`src/rtl/order_tx_fifo_if.sv`:
```
// Avalon-MM register window and valid/ready order stream for order_tx_fifo.
interface order_tx_fifo_if;
    logic        chipselect;
    logic [2:0]  address;
    logic        read;
    logic        write;
    logic [31:0] writedata;
    logic [31:0] readdata;
    logic [31:0] out_data;
    logic        out_valid;
    logic        out_ready;

    modport master (
        output chipselect, address, read, write, writedata, out_ready,
        input  readdata, out_data, out_valid
    );

    modport slave (
        input  chipselect, address, read, write, writedata, out_ready,
        output readdata, out_data, out_valid
    );
endinterface

```
`src/rtl/order_tx_fifo.sv`:
```
// Show-ahead order FIFO behind an Avalon-MM slave, drained onto a valid/ready stream.
// Optional delivered-word counter SENT is built when ORDER_TX_FIFO_STATS_EN is defined.
module order_tx_fifo #(
    parameter int unsigned DEPTH_LOG2 = 4
) (
    input  logic           clk,
    input  logic           reset,
    order_tx_fifo_if.slave bus,
    output logic           irq
);
    localparam int unsigned DEPTH = 1 << DEPTH_LOG2;
    localparam logic [DEPTH_LOG2:0] FULL_LEVEL = {1'b1, {DEPTH_LOG2{1'b0}}};

    logic [31:0]           mem [DEPTH];
    logic [DEPTH_LOG2-1:0] rd_ptr;
    logic [DEPTH_LOG2-1:0] wr_ptr;
    logic [DEPTH_LOG2:0]   level;
    logic [DEPTH_LOG2:0]   level_next;
    logic [DEPTH_LOG2:0]   thresh;
    logic [DEPTH_LOG2:0]   thresh_next;
    logic                  drain_en;
    logic                  drain_en_next;
    logic                  irq_en;
    logic                  irq_en_next;
    logic                  ovf;
    logic                  ovf_next;
    logic                  irq_next;

    logic wr_sel;
    logic rd_sel;
    logic push_req;
    logic push;
    logic pop;
    logic flush;
    logic empty;
    logic full;
    logic [31:0] rd_value;
    logic [31:0] sent;

    always_comb begin
        wr_sel   = bus.chipselect & bus.write;
        rd_sel   = bus.chipselect & bus.read;
        empty    = (level == '0);
        full     = (level == FULL_LEVEL);
        push_req = wr_sel && (bus.address == 3'd0);
        push     = push_req && !full;
        flush    = wr_sel && (bus.address == 3'd2) && bus.writedata[2];
        pop      = bus.out_valid & bus.out_ready;
    end

    assign bus.out_valid = drain_en & !empty;
    assign bus.out_data  = mem[rd_ptr];

    always_comb begin
        level_next    = level;
        drain_en_next = drain_en;
        irq_en_next   = irq_en;
        thresh_next   = thresh;
        ovf_next      = ovf;
        if (flush) begin
            level_next = '0;
        end else if (push && !pop) begin
            level_next = level + 1'b1;
        end else if (!push && pop) begin
            level_next = level - 1'b1;
        end
        if (wr_sel && (bus.address == 3'd2)) begin
            drain_en_next = bus.writedata[0];
            irq_en_next   = bus.writedata[1];
        end
        if (wr_sel && (bus.address == 3'd3)) begin
            thresh_next = bus.writedata[DEPTH_LOG2:0];
        end
        if (push_req && full) begin
            ovf_next = 1'b1;
        end else if (wr_sel && (bus.address == 3'd1) && bus.writedata[18]) begin
            ovf_next = 1'b0;
        end
        // irq is judged on the post-update state so it tracks the level it reports
        irq_next = irq_en_next & ((level_next <= thresh_next) | ovf_next);
    end

    always_ff @(posedge clk) begin
        if (push) begin
            mem[wr_ptr] <= bus.writedata;
        end
    end

    always_ff @(posedge clk) begin
        if (reset) begin
            rd_ptr   <= '0;
            wr_ptr   <= '0;
            level    <= '0;
            drain_en <= 1'b0;
            irq_en   <= 1'b0;
            thresh   <= '0;
            ovf      <= 1'b0;
            irq      <= 1'b0;
        end else begin
            if (flush) begin
                rd_ptr <= '0;
                wr_ptr <= '0;
            end else begin
                if (push) wr_ptr <= wr_ptr + 1'b1;
                if (pop)  rd_ptr <= rd_ptr + 1'b1;
            end
            level    <= level_next;
            drain_en <= drain_en_next;
            irq_en   <= irq_en_next;
            thresh   <= thresh_next;
            ovf      <= ovf_next;
            irq      <= irq_next;
        end
    end

`ifdef ORDER_TX_FIFO_STATS_EN
    always_ff @(posedge clk) begin
        if (reset) begin
            sent <= '0;
        end else if (wr_sel && (bus.address == 3'd4)) begin
            sent <= {31'b0, pop};
        end else if (pop) begin
            sent <= sent + 32'd1;
        end
    end
`else
    assign sent = '0;
`endif

    always_comb begin
        rd_value = '0;
        case (bus.address)
            3'd1: begin
                rd_value[DEPTH_LOG2:0] = level;
                rd_value[16]           = empty;
                rd_value[17]           = full;
                rd_value[18]           = ovf;
            end
            3'd2: begin
                rd_value[0] = drain_en;
                rd_value[1] = irq_en;
            end
            3'd3:    rd_value[DEPTH_LOG2:0] = thresh;
            3'd4:    rd_value = sent;
            default: rd_value = '0;
        endcase
    end

    always_ff @(posedge clk) begin
        if (reset) begin
            bus.readdata <= '0;
        end else if (rd_sel) begin
            bus.readdata <= rd_value;
        end
    end
endmodule

```
`src/flat_wrapper.sv`:
```
// flat-port wrapper written by rule: the top's interface ports become plain ports
module order_tx_fifo_flat 
#(
    parameter int unsigned DEPTH_LOG2 = 4
)
  (clk, reset, irq, bus_chipselect, bus_address, bus_read, bus_write, bus_writedata, bus_out_ready, bus_readdata, bus_out_data, bus_out_valid);
  order_tx_fifo_if bus_i ();
  input  logic clk;
  input  logic reset;
  output logic irq;
  input wire logic [$bits(bus_i.chipselect)-1:0] bus_chipselect;
  input wire logic [$bits(bus_i.address)-1:0] bus_address;
  input wire logic [$bits(bus_i.read)-1:0] bus_read;
  input wire logic [$bits(bus_i.write)-1:0] bus_write;
  input wire logic [$bits(bus_i.writedata)-1:0] bus_writedata;
  input wire logic [$bits(bus_i.out_ready)-1:0] bus_out_ready;
  output wire logic [$bits(bus_i.readdata)-1:0] bus_readdata;
  output wire logic [$bits(bus_i.out_data)-1:0] bus_out_data;
  output wire logic [$bits(bus_i.out_valid)-1:0] bus_out_valid;
  assign bus_i.chipselect = bus_chipselect;
  assign bus_i.address = bus_address;
  assign bus_i.read = bus_read;
  assign bus_i.write = bus_write;
  assign bus_i.writedata = bus_writedata;
  assign bus_i.out_ready = bus_out_ready;
  assign bus_readdata = bus_i.readdata;
  assign bus_out_data = bus_i.out_data;
  assign bus_out_valid = bus_i.out_valid;
  order_tx_fifo #(.DEPTH_LOG2(DEPTH_LOG2)) u_core (.clk(clk), .reset(reset), .bus(bus_i), .irq(irq));
endmodule
```
`config.mk`:
```
export PLATFORM = sky130hd
export DESIGN_NAME = order_tx_fifo_flat
export DESIGN_NICKNAME = d
export VERILOG_FILES = /design/src/rtl/order_tx_fifo_if.sv /design/src/rtl/order_tx_fifo.sv /design/src/flat_wrapper.sv
export SDC_FILE = /design/constraint.sdc
export NUM_CORES = 1
export LEC_CHECK = 0
export CORE_MARGIN = 2
export CORE_UTILIZATION = 40
export DETAILED_ROUTE_END_ITERATION = 16
export PLACE_DENSITY_LB_ADDON = 0.08
export SKIP_LAST_GASP = 1
export SLEW_MARGIN = 20
export SYNTH_ARGS = -nofsm -noshare
export SYNTH_HDL_FRONTEND = slang
export SYNTH_SLANG_ARGS = --single-unit
```
`constraint.sdc`:
```
create_clock -name clk -period 6.17 [get_ports clk]
set_input_delay 1.5425 -clock clk [delete_from_list [all_inputs] [get_ports clk]]
set_output_delay 1.5425 -clock clk [all_outputs]
set_load 0.01 [all_outputs]
```
# Word level (Yosys, flattened, before mapping)
# Memory sizes are Yosys's and may differ from the RTL's. A register that Yosys moved wholly into a read port is not among the register bits.
# Index checks and enable logic that the tools add are counted.
# classes
addsub,4
order_cmp,1
eq_ne,4
n_mux,14
n_bitwise,6
n_reduce_logical,17
# op_table
operator,count
two-way mux 5 bit,4
logical AND 1 bit,10
"adder 4 x 1 -> 4 bit, second input constant",2
two-way mux 4 bit,2
"equality test 3 x 2 -> 1 bit, second input constant",2
case mux 2 bit (3 select lines),1
case mux 3 bit (2 select lines),1
"adder 5 x 1 -> 5 bit, second input constant",1
bitwise AND 1 bit,5
"equality test 5 bit, second input constant",1
less-or-equal comparator 5 bit,1
zero test 5 bit,1
two-way mux 1 bit,5
"subtractor 5 x 1 -> 5 bit, second input constant",1
zero test 1 bit,4
"equality test 3 x 1 -> 1 bit, second input constant",1
zero test 3 bit,1
two-way mux 3 bit,1
OR reduction 2 bit,1
bitwise OR 1 bit,1
# totals
regBits,30
ram_bits,512
in_bits,41
output_inout_bits,66
word_cells,56
n_memories,1
# memory_table
name,depth,word_bits,read_ports,rd_clocked_by_memory_dff,wr,line_no,source
u_core.mem,16,32,1,1,1,order_tx_fifo.sv:14,logic [31:0] mem [DEPTH];

# Longest topological paths before layout
# logic_depth
word_depth,11
depth_mapped,15
mapped_depth_nobuf,13

# Worst setup path after synthesis
# OpenSTA, ideal clock, no wires.
# synth_path
path_type,input to register
startpoint,in bus_address[2]
endpoint,mem u_core.mem[3][0] (enable)
setup_time_ps,461
arrival_ps,4617
required_time_ps,5709
slack_ps,1092
path_stages,6
path_buffers,2
path_cell_list,and3b_1 > clkbuf_1 > and3_1 > buf_2 > nand2_1 > nor3_1
# synth_between
elab_chain_cells,5
# synth_lines
item,line_no,source
"start, declared",flat_wrapper.sv:12,input wire logic [$bits(bus_i.address)-1:0] bus_address;
zero test 3 bit,order_tx_fifo.sv:45,push_req = wr_sel && (bus.address == 3'd0);
logical AND 1 bit,order_tx_fifo.sv:45,
logical AND 1 bit,order_tx_fifo.sv:46,push = push_req && !full;
two-way mux 1 bit,order_tx_fifo.sv:84,if (push) begin
two-way mux 1 bit (implied by the code),order_tx_fifo.sv:85,mem[wr_ptr] <= bus.writedata;
"end, declared",order_tx_fifo.sv:14,
# No other way between the ends.

==> impl_metrics.ini <==
[synth]
synth_edf_count = 512
syn_avg_cell_area_um2 = 22.3
synth.top_cell.area_share_pct = 72.7
synth_area_um2 = 21100
yosys_warnings = 0
synth.area.top_cells = edfxtp_1 (73%), mux4_2 (17%), dfxtp_1 (3.2%)
ys_ff_latch = 546
ys_seq_area_share_pct = 76.0
synthFlopType = edfxtp_1
synth.largest_area_cell = edfxtp_1
async_flop_share_pct = 0
netlist-cell-type-count = 38
synth_cells = 949

[timing]
slew_viol_final = 0
period_needed_ps = 4980
slew_headroom_pct = 27.1
finalSetupTns_ps = 0
post-route-period-util_pct = 80.7
tightest_slew_ps = 1090
fin_skew_ps = 13.7
rsz0062_at_grt = no
setup_viol = 0
clock.fmax_ghz = 0.201
hold_violations = 0

[drt]
drt_iter0_markers = 610
first_pass_iters = 4
final_antenna_net_count = 0
route.detailed.drc = 0
routed_wl_mm = 45.4
vias = 9408
wl_per_cell_um = 25.2
detail_route.vias_per_cell = 5.22

[clock_tree]
h-tree-depth = 2
clock_path_buffers = 3
hold_buffers = 0
ctsResizeCount = 0
insertion_delay_ps = 610
numCtsBuffers = 58
cts_setup_buffers = 0
worst_setup_hold_path_clk_slew_ps = 60
clockRootBuffer = clkbuf_16
cts_sinks = 546
cts_tree = done

[floorplan]
dieArea_um2 = 54700
chipWidth_um = 234
top_level_ports = 107
die_h_um = 234
initial_core_util_pct = 40.3
rows = 84
core-area_um2 = 52400

[global_route]
grt_overflow_total = 0
grt.total_usage_pct = 17.2
grt_pass1_wl_mm = 67.6
grt_max_degree = 129
antenna_found_initial = 0
grt_pass1_vias = 10095

[power]
vdd_drop_max_uv = 221
p_total_mw = 7.68
power_density_nw_per_um2 = 309
power.leakage_nw = 7.64

[worst_setup_path]
worstReg2RegEnd = u_core.mem[7][7]$_DFFE_PP_
r2r_setup_slack_ps = 2890
critPathArrivalTime_ps = 3440
worstSetupPathType = register to output pin
r2r-start = u_core.level[0]$_SDFF_PP0_
critPathMaxFanout = 22
endpoint_kind = output pin
worst_setup_path_start_kind = register
worst_r2r_path_depth = 7
required_ps = 4630

[outcome]
outcome = finished, final reports clean

[final_layout]
post_route_cells_drive_above_1_share_pct = 27.2
nNetsFinal = 1120
seq_area_um2 = 16100
diodes = 0
multi_input_area_um2 = 4850
fillerInstances = 4297
fin_util_pct = 47.4
area_delta_synth_final_pct = 17.6

[worst_hold_path]
hp-start = u_core.bus.readdata[18]$_SDFFE_PP0P_
hold-path-endpoint = u_core.bus.readdata[18]$_SDFFE_PP0P_
hold_path.class = register to register
whs_path_depth = 2

[placed_design]
io_buffer_count = 82
gp_congestion = 0.760
hpwl_mm = 26.1

[job]
drv_cap = 0
## cell usage in the layout, fill, tap and decap left out, types with 5 or more instances in the layout
cell type        count
a21oi_1              9
a22oi_1              5
buf_4               19
bufinv_16            9
clkbuf_1            11
clkbuf_16           58
clkdlybuf4s50_1     82
clkinv_1            13
clkinv_2            12
conb_1              24
dfxtp_1             30
edfxtp_1           512
ha_1                12
inv_1                6
mux2_2               7
mux2i_1             10
mux4_2             160
nand2_1             16
nand3_1              7
nor2_1              33
nor2_4              12
nor3_1               5
xnor2_1              6
## worst max path at each step
stage	start	end	slack, ps	depth (start not counted)
global placement	bus_address[1]	u_core.mem[5][30]$_DFFE_PP_	1530	6
finish	register	bus_out_data[5]	1190	4
detailed placement	bus_address[1]	u_core.mem[5][29]$_DFFE_PP_	1490	6
floorplan	bus_address[2]	u_core.mem[3][0]$_DFFE_PP_	1090	6
global route	register	bus_out_data[4]	980	4
CTS	register	bus_out_data[7]	1060	4
## state kept, by name, summed over array words and instances (netlist names), named ones only
signal and flops:
u_core.irq_en 1, u_core.rd_ptr 4, u_core.drain_en 1, u_core.wr_ptr 4
u_core.mem 512, u_core.level 5, u_core.thresh 5, u_core.bus.readdata 8
u_core.irq 1, u_core.ovf 1
## cell families after synthesis
group / share of synthesized area [%]
multiplexers: 17.9
flip-flops: 76.0
buffers and inverters: 2.03
AO/OA/AOI/OAI: 0.610
adder cells (fa/ha/maj): 0.811
other: 0.0177
AND/OR/NAND/NOR: 2.26
XOR/XNOR: 0.414
## cell usage after synthesis (6+ instances only)
| cell | number |
|---|---|
| edfxtp_1 | 512 |
| mux4_2 | 160 |
| nor2_1 | 45 |
| dfxtp_1 | 34 |
| clkbuf_1 | 26 |
| buf_4 | 24 |
| buf_2 | 16 |
| nand2_1 | 16 |
| ha_1 | 12 |
| mux2i_1 | 10 |
| a21oi_1 | 9 |
| nor3_1 | 9 |
| mux2_2 | 7 |
| nand3_1 | 7 |
| inv_1 | 6 |
| xnor2_1 | 6 |
## routing by layer
| layer | up-vias | routed length [um] | global-route usage [%] |
|---|---|---|---|
| li1 | 4133 | - | - |
| met1 | 5030 | 20600 | 24.6 |
| met2 | 181 | 21800 | 27.4 |
| met3 | 64 | 2170 | 3.45 |
| met4 | 0 | 816 | 4.13 |
| met5 | - | 0 | 0 |
## critical path, stage by stage (launching register included)
cell             delay [ps]
dfxtp_4                 650
buf_4                   500
mux4_2                  600
mux4_2                  520
clkdlybuf4s50_1         520
## per-stage QoR
| step | worst slack [ps] | instance area, um2 | std cells | hold WS (ps) |
|---|---|---|---|---|
| 2_1_floorplan | 1090 | 21200 | 972 | 476 |
| 3_3_place_gp | 1530 | 22800 | 1691 | 440 |
| 3_5_place_dp | 1490 | 22900 | 1695 | 449 |
| 4_1_cts | 1060 | 24900 | 1804 | 460 |
| 5_1_grt | 978 | 24900 | 1804 | 517 |
| 6_report | 1190 | 24900 | 1804 | 458 |
## area by class of cell
cell class                      instances  share of cell area (%)
Inverter                                6                  0.0906
Clock buffer                           69                    6.00
Tap cell                              688                    3.46
Sequential cell                       546                    64.6
Timing Repair Buffer                  108                    4.56
Multi-Input combinational cell        347                    19.5
Clock inverter                         40                    1.77
## where the power goes
part	total [mW]	switching, mW	leakage, nW	internal [mW]
combinational	0.114	0.0771	1.82	0.0366
sequential	4.05	0.00172	4.88	4.05
clock	3.51	1.41	0.945	2.10
total	7.68	1.49	7.64	6.19
Note: power is estimated with default switching activity, not from simulation.
==> RTL change 1 (same flow settings) <==
`DEPTH_LOG2` is set to 4 in 2 places; all go to 3.
--- a/src/rtl/order_tx_fifo.sv
+++ b/src/rtl/order_tx_fifo.sv
@@ -1,7 +1,7 @@
 // Show-ahead order FIFO behind an Avalon-MM slave, drained onto a valid/ready stream.
 // Optional delivered-word counter SENT is built when ORDER_TX_FIFO_STATS_EN is defined.
 module order_tx_fifo #(
-    parameter int unsigned DEPTH_LOG2 = 4
+    parameter int unsigned DEPTH_LOG2 = 3
 ) (
     input  logic           clk,
     input  logic           reset,
--- a/src/flat_wrapper.sv
+++ b/src/flat_wrapper.sv
@@ -1,7 +1,7 @@
 // flat-port wrapper written by rule: the top's interface ports become plain ports
 module order_tx_fifo_flat 
 #(
-    parameter int unsigned DEPTH_LOG2 = 4
+    parameter int unsigned DEPTH_LOG2 = 3
 )
   (clk, reset, irq, bus_chipselect, bus_address, bus_read, bus_write, bus_writedata, bus_out_ready, bus_readdata, bus_out_data, bus_out_valid);
   order_tx_fifo_if bus_i ();
Function: changed (Yosys sat finds a counterexample within 4 cycles, from zero or initial values and one cycle with reset high).
==> RTL change 1 against the original RTL <==
Utilization up 1.0 points; largest cell class unchanged; critical path depth unchanged; die area down 45%; largest power group unchanged; highest routed layer unchanged; worst hold slack better by 0.023 ns; total power down 47%; cell area down 44%; routed wire length down 50%; synthesized area down 45%; sequential cell count down 262; clock power down 46%; global-route usage down 2.1 points; synthesized cell count down 40%; count of clock-buffer cells in the layout down 33; worst setup slack better by 0.21 ns.
==> RTL change 1: results (changes against the original RTL) <==
** Outcome
- Outcome: finished clean (unchanged).

** Synthesis
- Top cells by area, synth: edfxtp_1, mux4_1, dfxtp_1, mux2_2, mux4_2 (was edfxtp_1, mux4_2, dfxtp_1, buf_4, nor2_1).
- Post-Syn Instances :: 572 (was 949)
- Distinct cells, synth :: 57 (was 38)
- The multiplexer area fraction after synthesis was 18.07% (was 17.90%).
- Most frequent cells after synthesis: edfxtp_1, mux4_1, mux2_2 (was edfxtp_1, mux4_2, nor2_1).
- Post-Synth XOR/XNOR Area :: 0.5298% (was 0.4144%)
- The adder-cell share of the synthesized area was 0.8650% (was 0.8110%).

** Cells and area
- Registers with the most flip-flops :: u_core.mem (256), u_core.bus.readdata (7) (was u_core.mem (512), u_core.bus.readdata (8))
- The fraction of final layout cells sized beyond drive strength 1 came to 19.57% (was 27.24%).
- Number of standard cells in the layout, taps in and fillers out :: 1084 (was 1804)
- The fraction of area in clock buffers and inverters came to 7.717% (was 7.770%).
- Number of multi-input combinational cells in the layout :: 259 (was 347)
- The total of clock buffers placed in the layout came to 36 (was 69).
- The non-clock inverter count in the final layout is 3 (was 6).
- The fill cell total of the finished layout is 2346 (was 4297).

** STA
- The final setup skew is 0.01265 ns (was 0.01370 ns).

** Critical path
- Kind of cell adding the most delay to the critical path :: flip-flops (was multiplexers)
- Register-to-Register Setup Slack :: 3.19 ns (was 2.89 ns)
- The critical path data arrival time came to 3.23 ns (was 3.44 ns).
- Reg-to-reg critical path endpoint :: u_core.irq (was u_core.mem[7][7])
- The endpoint of the worst setup timing path was bus_out_data[3] (was bus_out_data[5]).

** Clock network
- Number of CTS-inserted buffers :: 31 (was 58)

** Placement
- Port bufs :: 81 (was 82)
- The weighted congestion at the end of routability-driven global placement came to 0.8743 (was 0.7595).
- The number of instances in the placed design was 1026 (was 1695).
- HPWL after detailed placement :: 13490 microns (was 26130 microns)

** Pwr
- Proportion of power drawn by flip-flops and latches :: 51.5% (was 52.8%)
- The proportion of total power due to net switching was 19.42% (was 19.39%).
- Switching component of the power :: 791.9 uW (was 1488 uW)
- Maximum resistive drop on vdd :: 0.1960 mV (was 0.2212 mV)

** Global routing
- Maximum number of pins on one net before global-route repair :: 65 (was 129)
- The first-pass GRT wire length was 35130 microns (was 67570 microns).

** Detailed routing
- Total number of vias :: 5603 (was 9408)
- The number of design-rule violations left by the first detailed-router iteration came to 296 (was 610).
- Routed length per instance :: 20.98 microns (was 25.17 microns)
- The count of TritonRoute iterations in the first routing pass is 5 (was 4).
RTL change 1: changes by cell type after synthesis, moves of 12 or more:
cell,unedited run,this run
mux4_1,0,49
clkbuf_1,26,6
edfxtp_1,512,256
mux2_2,7,32
buf_2,16,4
mux4_2,160,15
nor2_1,45,25
RTL change 1: metrics by stage:
stage / cell area [sq um] / setup WS [ns] / hold slack, ns
after floorplan: 11660 / 0.5229 / 0.4641
after global placement: 12710 / 1.663 / 0.4525
after detailed placement: 12770 / 1.618 / 0.4659
after CTS: 13840 / 1.314 / 0.4786
after global routing: 13860 / 1.213 / 0.5015
final: 13860 / 1.397 / 0.4808
RTL change 1: routing by layer:
layer	vias up	routed length, microns	share of wire [%]	global-route usage, %
met5	-	0	0	0
met4	0	559	2.5	4.552
met3	45	964	4.2	2.406
met2	152	11400	50	26.58
met1	2878	9814	43	19.43
li1	2528	-	-	-
==> RTL change 2 (same flow settings) <==
Made on the original files. The output `irq` loses its register stage (`irq` becomes a continuous assignment).
--- a/src/rtl/order_tx_fifo.sv
+++ b/src/rtl/order_tx_fifo.sv
@@ -95,7 +95,6 @@
             irq_en   <= 1'b0;
             thresh   <= '0;
             ovf      <= 1'b0;
-            irq      <= 1'b0;
         end else begin
             if (flush) begin
                 rd_ptr <= '0;
@@ -109,9 +108,10 @@
             irq_en   <= irq_en_next;
             thresh   <= thresh_next;
             ovf      <= ovf_next;
-            irq      <= irq_next;
         end
     end
+
+    assign irq = irq_next;
 
 `ifdef ORDER_TX_FIFO_STATS_EN
     always_ff @(posedge clk) begin
Function: changed (a bounded check fails within 4 cycles, from zero or initial values and one cycle with reset high).
==> RTL change 2 against the original RTL <==
Synthesized area rose by 0.89%; sequential cell count fell by 1; routed wire length rose by 6.1%; cell area fell by 0.20%; total power fell by 4.8%; worst setup slack got worse by 0.99 ns; critical path depth rose by 8; combinational power rose by 4%; cell count rose by 1.4%; worst hold slack got worse by 0.0056 ns.
==> RTL change 2: results (changes against the original RTL) <==
** Synthesis
- Share of the yosys chip area belonging to registers :: 75.20% (was 75.96%)
- Top cells by area, synth: edfxtp_1, mux4_2, dfxtp_1, buf_4, buf_6 (was edfxtp_1, mux4_2, dfxtp_1, buf_4, nor2_1).
- Share of flip-flops with an asynchronous set or reset after synthesis :: 0% (unchanged)
- Distinct cells, synth :: 45 (was 38)
- Most frequent cells after synthesis: edfxtp_1, mux4_2, dfxtp_1 (was edfxtp_1, mux4_2, nor2_1).
- Yosys Warn Count :: 0 (unchanged)
- Number of synthesized flops with an enable pin :: 512 (unchanged)

** Clock network
- The CTS H-tree depth was 2 (unchanged).
- The number of post-CTS setup repair buffers came to 0 (unchanged).
- The maximum clock insertion buffer count is 3 (unchanged).
- The clock latency on the worst-skew pair came to 0.59 ns (was 0.61 ns).
- The clock buffer count from CTS came to 56 (was 58).
- The library cell used as clock root buffer is clkbuf_16 (unchanged).
- Clock-pin slew of the registers on the worst-case setup and hold paths :: 0.06 ns (about the same)

** Global routing
- GR Layer Usage met1 :: 25.59% (was 24.56%)
- Global-route wire length before repair :: 70750 microns (was 67570 microns)
- Via count of the first global-routing pass :: 10300 (was 10100)
- Antenna violations before repair :: 0 (unchanged)
- The global routing met2 resource utilization was 27.83% (was 27.37%).
- Global-route usage over all layers :: 17.56% (was 17.20%)
- The global-route met3 utilization was 3.325% (was 3.453%).
- Maximum number of pins on one net before global-route repair :: 48 (was 129)

** Worst hold path
- Path category of the worst min-delay check :: reg2reg (unchanged)

** Critical path
- Arrival time at the worst endpoint :: 4.43 ns (was 3.44 ns)
- Register-to-Register Setup Slack :: 3.04 ns (was 2.89 ns)
- Critical-path maximum fanout :: 3 (was 22)

** Cells and area
- The final antenna diode count was 0 (unchanged).
- The fraction of final layout cells sized beyond drive strength 1 is 27.15% (was 27.24%).
- Registers with the most flip-flops: u_core.mem (512), u_core.bus.readdata (8) (unchanged).
- Number of fill cells in the layout :: 4347 (was 4297)
- The net count reported at finish was 1148 (was 1120).

** STA
- The final setup skew was 0.01034 ns (was 0.01370 ns).
- Final-report setup violation count :: 0 (unchanged)
- The headroom to the max-slew limit is 35.39% (was 27.06%).

** Pwr
- Proportion of power drawn by flip-flops and latches :: 55.3% (was 52.8%)
- Maximum resistive drop on vdd :: 0.2409 mV (was 0.2212 mV)
- Lkg Pwr :: 0.007642 uW (was 0.007638 uW)
- Internal power :: 5860 uW (was 6187 uW)

** Detailed routing
- Routed length per instance :: 26.32 microns (was 25.17 microns)
- Total number of vias :: 9796 (was 9408)
- Pre-antenna DRT Iters :: 5 (was 4)
- The number of design-rule violations left by the first detailed-router iteration is 853 (was 610).

** Placement
- The weighted congestion at the end of routability-driven global placement was 0.7620 (was 0.7595).
- HPWL after detailed placement :: 25660 microns (was 26130 microns)
- The quantity of I/O buffers inserted on ports came to 82 (unchanged).

** Outcome
- Outcome :: finished clean (unchanged)
-- RTL change 2: cell types whose count changed after synthesis, sizes merged, moves of 4 or more --
cell | before | now
a21oi | 9 | 15
and2 | 4 | 8
buf | 47 | 58
clkbuf | 26 | 10
inv | 6 | 11
nor2 | 45 | 32
nor4 | 0 | 5
-- RTL change 2: area by class of cell --
cell class	instances	share of cell area (%)
Clock buffer	72	5.975
Sequential cell	545	64.67
Inverter	11	0.1664
Timing Repair Buffer	128	5.063
Clock inverter	33	0.8572
Multi-Input combinational cell	353	19.80
Tap cell	688	3.469
-- RTL change 2: repair_timing --
| action | 4_1_cts | 5_1_grt |
|---|---|---|
| resized for setup | 0 | 1 |
| setup endpoints to repair | 0 | 1 |
| endpoints found under the hold margin | 0 | 0 |
| hold buffers | 0 | 0 |
-- RTL change 2: worst paths after layout --
check | startpoint | endpoint | cells past startpoint
setup / recovery | bus_address[2] | irq | 12
hold / removal | u_core.bus.readdata[16] | u_core.bus.readdata[16] | 2
setup reg to reg | u_core.level[1] | u_core.mem[11][15] | 8
hold reg to reg | u_core.bus.readdata[16] | u_core.bus.readdata[16] | 2
-- RTL change 2: logic make-up (layout without fill, tap and decap cells) --
family	count (synthesis)	in the layout	share of synthesized area (%)
AO/OA/AOI/OAI	28	28	0.7687
multiplexers	175	175	17.73
adder cells (fa/ha/maj)	14	14	0.8097
buffers and inverters	81	244	2.546
flip-flops	545	545	75.20
XOR/XNOR	9	9	0.3696
AND/OR/NAND/NOR	103	103	2.564
other	1	24	0.01759
-- RTL change 2: metrics by stage --
stage | power, uW | instances | hold WS, ns | cell area [sq um] | setup slack [ns]
finish | 7310 | 1830 | 0.4521 | 24810 | 0.1982
global route | 7551 | 1830 | 0.4936 | 24810 | 0.04164
CTS | 7394 | 1830 | 0.4591 | 24810 | 0.1518
detailed placement | 4241 | 1725 | 0.4474 | 23120 | 0.1591
global placement | 4238 | 1725 | 0.4442 | 23120 | 0.1851
floorplan | 4165 | 979 | 0.4678 | 21410 | 0.5322
-- RTL change 2: metal layers --
metal | up-vias | share of wire, %
met1 | 5296 | 46
met5 | - | 0
met2 | 217 | 48
li1 | 4229 | -
met3 | 54 | 4.5
met4 | 0 | 1.5
-- RTL change 2: power groups by stage --
stage	sequential (uW)	combinational (uW)	clock, uW
detailed placement	4120	119	0
finish	4040	118	3150
global route	4040	130	3380
floorplan	4120	41.9	0
global placement	4120	116	0
CTS	4040	119	3230
-- RTL change 2: worst max-delay path, stage by stage --
cell and delay, ns:
clkdlybuf4s50_1 0.47, and4bb_2 0.27, and3_1 0.20, maj3_2 0.29, mux2i_1 0.18, and2_1 0.17, ha_1 0.23, a21oi_1 0.13
o21ai_0 0.08, a21oi_1 0.17, o21ba_2 0.16, clkdlybuf4s50_1 0.53
